===== config.mk =====
export PLATFORM = sky130hd
export DESIGN_NAME = fetch_unit
export DESIGN_NICKNAME = d
export VERILOG_FILES = /design/src/rtl/cpu_pkg.sv /design/src/rtl/fetch_fifo.sv /design/src/rtl/fetch_unit.sv
export SDC_FILE = /design/constraint.sdc
export NUM_CORES = 1
export LEC_CHECK = 0
export CAP_MARGIN = 25
export CORE_MARGIN = 4
export CORE_UTILIZATION = 50
export CTS_CLUSTER_SIZE = 24
export DETAILED_ROUTE_END_ITERATION = 12
export PLACE_DENSITY_LB_ADDON = 0.2
export SYNTH_ARGS = -nofsm -noshare
export SYNTH_HDL_FRONTEND = slang
export SYNTH_SLANG_ARGS = --single-unit

===== constraint.sdc =====
create_clock -name clk_in -period 4.8 [get_ports clk_in]
set_input_delay 0.96 -clock clk_in [delete_from_list [all_inputs] [get_ports clk_in]]
set_output_delay 0.96 -clock clk_in [all_outputs]
set_load 0.1 [all_outputs]

===== src/rtl/cpu_pkg.sv =====
`default_nettype none
// ============================================================================
//  Module      : cpu_pkg
//  Description : Shared types and constants for the CPU front end. It holds
//                the address/instruction word types, the default fetch
//                constants, and the prefetch FIFO entry layout.
//  Revision    : 1.0 - initial release
// ============================================================================
package cpu_pkg;

    localparam int ADDR_WIDTH  = 16;
    localparam int INSTR_WIDTH = 32;

    typedef logic [ADDR_WIDTH-1:0]  addr_t;
    typedef logic [INSTR_WIDTH-1:0] instr_t;

    localparam addr_t RESET_PC = '0;
    localparam addr_t PC_STEP  = addr_t'(1);

    // One buffered fetch result: the word and the address it came from.
    typedef struct packed {
        addr_t  pc;
        instr_t instr;
    } fetch_entry_t;

endpackage
`default_nettype wire


===== src/rtl/fetch_fifo.sv =====
`default_nettype none
// ============================================================================
//  Module      : fetch_fifo
//  Description : Synchronous FIFO of fetch entries with registered storage
//                (no fall-through). Flush has priority over push and pop.
//  Revision    : 1.0 - initial release
//
//  Ports:
//    clk          in   clock
//    rst          in   synchronous active-high reset
//    i_flush      in   empty the FIFO (wins over push/pop)
//    i_push       in   write i_push_entry at the tail
//    i_push_entry in   entry to write
//    i_pop        in   advance the head
//    o_count      out  number of valid entries
//    o_head       out  entry at the head (valid when o_count != 0)
// ============================================================================
module fetch_fifo
    import cpu_pkg::*;
#(
    parameter int DEPTH = 4
) (
    input  logic                     clk,
    input  logic                     rst,
    input  logic                     i_flush,
    input  logic                     i_push,
    input  fetch_entry_t             i_push_entry,
    input  logic                     i_pop,
    output logic [$clog2(DEPTH):0]   o_count,
    output fetch_entry_t             o_head
);

    localparam int                  c_ptr_w = $clog2(DEPTH);
    localparam logic [c_ptr_w:0]    c_full  = (c_ptr_w + 1)'(DEPTH);

    fetch_entry_t         r_mem [DEPTH];
    logic [c_ptr_w-1:0]   r_rd_ptr;
    logic [c_ptr_w-1:0]   r_wr_ptr;
    logic [c_ptr_w:0]     r_count;

    logic                 w_do_push;
    logic                 w_do_pop;

    // Guard against overflow/underflow even though the caller never asks.
    assign w_do_push = i_push && (r_count != c_full);
    assign w_do_pop  = i_pop  && (r_count != '0);

    // Storage needs no reset: entries are only visible through r_count.
    always_ff @(posedge clk) begin
        if (w_do_push && !i_flush) begin
            r_mem[r_wr_ptr] <= i_push_entry;
        end
    end

    always_ff @(posedge clk) begin
        if (rst || i_flush) begin
            r_rd_ptr <= '0;
            r_wr_ptr <= '0;
            r_count  <= '0;
        end else begin
            // Power-of-two depth lets the pointers wrap naturally.
            if (w_do_push) begin
                r_wr_ptr <= r_wr_ptr + 1'b1;
            end
            if (w_do_pop) begin
                r_rd_ptr <= r_rd_ptr + 1'b1;
            end
            if (w_do_push && !w_do_pop) begin
                r_count <= r_count + 1'b1;
            end else if (w_do_pop && !w_do_push) begin
                r_count <= r_count - 1'b1;
            end
        end
    end

    assign o_count = r_count;
    assign o_head  = r_mem[r_rd_ptr];

endmodule
`default_nettype wire


===== src/rtl/fetch_unit.sv =====
`default_nettype none
// ============================================================================
//  Module      : fetch_unit
//  Description : Instruction fetch stage. Issues single-outstanding reads to
//                program memory, buffers returned words with their PC in a
//                prefetch FIFO and hands them to the core via valid/ready.
//                A redirect reloads the PC, flushes the FIFO and discards any
//                read still in flight.
//  Revision    : 1.0 - initial release
//
//  Ports:
//    clk_in              in   system clock
//    rst_in              in   synchronous active-high reset
//    redirect_valid_in   in   load redirect_pc_in and flush (1-cycle pulse)
//    redirect_pc_in      in   new fetch PC
//    pm_addr_out         out  program memory read address
//    pm_read_request_out out  read request, one cycle per read
//    pm_read_valid_in    in   read data valid, once per request
//    pm_read_data_in     in   read data
//    instr_valid_out     out  FIFO head valid
//    instr_out           out  FIFO head instruction
//    instr_pc_out        out  address of the FIFO head instruction
//    instr_ready_in      in   core consumes the head this cycle
// ============================================================================
module fetch_unit #(
    parameter int                    ADDR_WIDTH  = cpu_pkg::ADDR_WIDTH,
    parameter int                    INSTR_WIDTH = cpu_pkg::INSTR_WIDTH,
    parameter int                    FIFO_DEPTH  = 4,
    parameter logic [ADDR_WIDTH-1:0] RESET_PC    = cpu_pkg::RESET_PC,
    parameter logic [ADDR_WIDTH-1:0] PC_STEP     = cpu_pkg::PC_STEP
) (
    input  logic                   clk_in,
    input  logic                   rst_in,
    input  logic                   redirect_valid_in,
    input  logic [ADDR_WIDTH-1:0]  redirect_pc_in,
    output logic [ADDR_WIDTH-1:0]  pm_addr_out,
    output logic                   pm_read_request_out,
    input  logic                   pm_read_valid_in,
    input  logic [INSTR_WIDTH-1:0] pm_read_data_in,
    output logic                   instr_valid_out,
    output logic [INSTR_WIDTH-1:0] instr_out,
    output logic [ADDR_WIDTH-1:0]  instr_pc_out,
    input  logic                   instr_ready_in
);

    localparam int                   c_cnt_w = $clog2(FIFO_DEPTH) + 1;
    localparam logic [c_cnt_w-1:0]   c_depth = c_cnt_w'(FIFO_DEPTH);

    logic [ADDR_WIDTH-1:0]  r_fetch_pc;
    logic                   r_outstanding;
    logic                   r_discard;

    logic [c_cnt_w-1:0]     w_count;
    cpu_pkg::fetch_entry_t  w_head;
    cpu_pkg::fetch_entry_t  w_push_entry;
    logic                   w_req;
    logic                   w_resp;
    logic                   w_push;
    logic                   w_pop;

    // A request only issues when the FIFO has room, so the single
    // outstanding response can always be accepted when it returns.
    assign w_req = !rst_in && !r_outstanding && (w_count < c_depth)
                   && !redirect_valid_in;

    // Responses are only meaningful while a read is in flight; anything
    // else (e.g. a straggler that crossed a reset) is ignored.
    assign w_resp = pm_read_valid_in && r_outstanding;
    assign w_push = w_resp && !r_discard && !redirect_valid_in && !rst_in;
    assign w_pop  = instr_valid_out && instr_ready_in;

    assign w_push_entry.pc    = r_fetch_pc;
    assign w_push_entry.instr = pm_read_data_in;

    always_ff @(posedge clk_in) begin
        if (rst_in) begin
            r_fetch_pc    <= RESET_PC;
            r_outstanding <= 1'b0;
            r_discard     <= 1'b0;
        end else if (redirect_valid_in) begin
            r_fetch_pc <= redirect_pc_in;
            if (w_resp) begin
                // Response lands with the redirect: drop it, nothing left
                // in flight (this also retires an older stale read).
                r_outstanding <= 1'b0;
                r_discard     <= 1'b0;
            end else if (r_outstanding) begin
                r_discard <= 1'b1;
            end
        end else begin
            if (w_req) begin
                r_outstanding <= 1'b1;
            end
            if (w_resp) begin
                r_outstanding <= 1'b0;
                if (r_discard) begin
                    r_discard <= 1'b0;
                end else begin
                    r_fetch_pc <= r_fetch_pc + PC_STEP;
                end
            end
        end
    end

    fetch_fifo #(
        .DEPTH (FIFO_DEPTH)
    ) u_fifo (
        .clk          (clk_in),
        .rst          (rst_in),
        .i_flush      (redirect_valid_in),
        .i_push       (w_push),
        .i_push_entry (w_push_entry),
        .i_pop        (w_pop),
        .o_count      (w_count),
        .o_head       (w_head)
    );

    // Forced to the reset view while rst_in is high, before the registers
    // have taken their reset values.
    assign pm_addr_out         = rst_in ? RESET_PC : r_fetch_pc;
    assign pm_read_request_out = w_req;
    assign instr_valid_out     = !rst_in && (w_count != '0);
    assign instr_out           = w_head.instr;
    assign instr_pc_out        = w_head.pc;

endmodule
`default_nettype wire

==> impl_results.md <==
* Max-Cap Viols at 0
* Req. time, crit path at between 3 and 4 ns
* Post-cts resize count at 0
* Hold Vio Cnt, Final at 0
* Global-route wire length before repair at 25800 um
* DR WL/cell at just under 20 um
* Inserted Clock Buffers at 23
* Final clock skew at between 0.015 and 0.02 ns
* Total global routing overflow at 0
* TritonCTS sink count at around 220
* Die Wd at around 140 um
* Min-Delay Startpoint: u_fifo.r_rd_ptr[1]
* Crit-path max cell delay at 0.99 ns
* Sequential share of the synthesized area at 0.736
* Clock transition at path regs at 0.05 ns
* Avg Cell Area, Syn at 19.2 um2
* FILL cells at ~1.2k
* Top cells by area, synth: edfxtp_1 (67%), mux4_2 (13%), dfxtp_1 (6.3%), nor2b_1 (1.1%), nor2_1 (0.96%)
* Setup TNS at 0 ns
* Core Box Area at about 17000 um2
* Fin nets at about 640
* R2R Path End: u_fifo.o_count[2]
* Drt via density at ~5.4
* Drt first pass iters at 7
* Antenna viol nets, final at 0
* DPL Wire Length at 9970 um
* Longest Clk Path Bufs at 3
* Status: completed
* Cell taking the most area after synthesis: edfxtp_1
* EDFF count, synth at approximately 190
* Max FO, Critical Path at 38
* Distinct cells, synth at 46
* Largest net degree at the start of global routing at 49
* RSZ-0062 raised after global routing: false
* Most common cell in the synthesized netlist: edfxtp_1
* Reg-to-reg slack, setup at roughly 2 ns
* Routability cong. at around 0.80
* Ports at approximately 120
* Setup crit end kind: output port
* Layout area overhead at 24.8%
* Setup bufs post-CTS at 0
* Final core utilization at 0.640
* Iteration-0 DRC Markers at between 300 and 400
* Routed via count at approximately 4.4k
* Worst Path Arrival at 3.00 ns
* Worst skew pair latency at slightly below 0.5 ns
* Max-slew violations at 0
* Buffers and inverters on the worst path at 1
* Pwr dens at 374 nW/um2
* Initial antenna violation count at 0
* Multi-input logic area at ~2100 um2
* Period utilization at 0.826
* Seq. cell area at roughly 6300 um2
* Reg2reg start: r_outstanding
* # diodes at 0
* Synth async-reset ratio at 0
* TritonCTS clock tree: built
* Hold Crit Class: flip-flop to flip-flop
* Starting Density at 0.513
* Layout cells sized above 1 at 0.223
* VDD IR max at approximately 0.21 mV
* Row cnt at between 40 and 50
* Final routed DRC violation total at 0
* Fin crit period at 3.96 ns
* Seq cells post-synth at 219
* Ys Warns at 0
* Net Count, Synth at a little over 500
* Die area at 19300 um2
* Slew Limit Headroom at 0.308
* Post-Syn Area at roughly 8600 um2
* WS Path Type: flip-flop to output port
* Hold path depth at 2
* Leakage at between 3 and 4 nW
* FMAX at 252 MHz
* Number of H-tree levels at 1
* Vias in the first global route at about 4.7k
* CP cell instances: mux4_2, clkdlybuf4s50_1
* Total Wirelength at 16100 um
* Synth Instances at ~450
* Slowest CP cell: clkdlybuf4s50_1
* Synth top cells by count: edfxtp_1 (192), mux4_2 (48), dfxtp_1 (27), nor2_1 (22), inv_1 (19)
* Final setup viols at 0
* Die Ht at 139 um
* Buffers added on ports at ~120
* Critical Path Start Type: flip-flop
* All-Layer GR Usage at 0.167
* # hold bufs at CTS at 0
* Worst-Margin Slew at 1.03 ns
* Worst reg2reg path depth at 9
* Top Family by Delay on Critical Path: buffers and inverters
* Root buf cell: clkbuf_16
* Most used flip-flop cell after synthesis: edfxtp_1
* Top cell type's share of synthesized area at 0.673
[final cells by class]
| cell class | instances | area share |
|---|---|---|
| Multi-Input combinational cell | 188 | 0.197 |
| Inverter | 19 | 0.00667 |
| Sequential cell | 219 | 0.590 |
| Tap cell | 220 | 0.0257 |
| Clock buffer | 28 | 0.0556 |
| Clock inverter | 12 | 0.0101 |
| Timing Repair Buffer | 126 | 0.115 |
[power breakdown]
group	switching, mW	leakage [nW]	internal, mW
combinational	0.149	1.24	0.0861
sequential	0.0291	1.96	2.09
clock	0.658	0.345	0.984
[worst reg2reg max path: cells and delay by family, from the launching register on]
family / cells / cell delay (ns)
compound gates: 2 / 0.49
xor+xnor: 1 / 0.18
buf+inv: 1 / 0.06
simple gates: 3 / 0.88
flops: 1 / 0.48
fa+ha+maj: 2 / 0.65
[state kept, by name, indices dropped and copies added (netlist names), named ones only]
register / flops
r_fetch_pc: 16
u_fifo.r_mem: 192
u_fifo.r_wr_ptr: 2
u_fifo.r_rd_ptr: 2
u_fifo.o_count: 3
r_discard: 1
r_outstanding: 1
[logic make-up after synthesis]
family / Yosys count / share of synthesized area
XOR/XNOR: 14 / 0.0143
buffers and inverters: 39 / 0.0194
AND/OR/NAND/NOR: 81 / 0.0580
AO/OA/AOI/OAI: 30 / 0.0256
flip-flops: 219 / 0.736
multiplexers: 56 / 0.136
adder cells (fa/ha/maj): 7 / 0.0111
[worst max-delay path by stage]
stage / start / end / slack (ns) / depth (start not counted)
3_3_place_gp: pm_read_valid_in / u_fifo.o_count[2] / 1.15 / 10
5_1_grt: flip-flop / instr_pc_out[10] / 0.67 / 2
6_report: flip-flop / instr_pc_out[9] / 0.84 / 2
3_5_place_dp: pm_read_valid_in / u_fifo.o_count[2] / 0.98 / 10
4_1_cts: flip-flop / instr_pc_out[13] / 0.75 / 2
2_1_floorplan: redirect_valid_in / pm_read_request_out / 0.23 / 4
[routing by layer]
metal	vias to the layer above	track usage	routed length (um)
li1	2031	-	-
met1	2232	0.237	7020
met2	134	0.272	7820
met3	21	0.0362	1080
met4	0	0.0386	202
met5	-	0	0
[metrics by stage]
step                      total power [mW]  std cells  setup WS [ns]  instance area [um2]  hold slack (ns)
after floorplan                       2.30        446          0.234                 8570            0.481
after global placement                2.39        772           1.15                 9990            0.513
after detailed placement              2.39        772          0.981                 9990            0.524
after CTS                             4.04        812          0.746                10700            0.532
after global routing                  4.13        812          0.672                10700            0.542
final                                 3.99        812          0.836                10700            0.530
[cell usage in the layout (no fill, tap or decap), types with 2 or more instances in the layout]
master           count
bufinv_16            2
inv_1               19
nand3_1              5
nand2_1              5
xnor2_1              5
clkbuf_16           23
o21ai_0              2
nand2b_1             2
dfxtp_1             25
clkinv_1             5
mux2i_1              6
clkinv_2             4
nor4_2               2
nor2_1              22
edfxtp_1           192
o21a_1               7
nor3_1               8
and2_2               4
clkbuf_1             5
ha_1                 6
a211oi_1             2
nor4_1               3
a21oi_1             11
nor2b_1             15
nor3b_1              2
clkdlybuf4s50_1     89
a2111oi_2            3
mux4_2              48
buf_4               32
or3_1                2
xor2_1               9
nand4_1              2
buf_12               5
(Power assumes the default switching activity.)
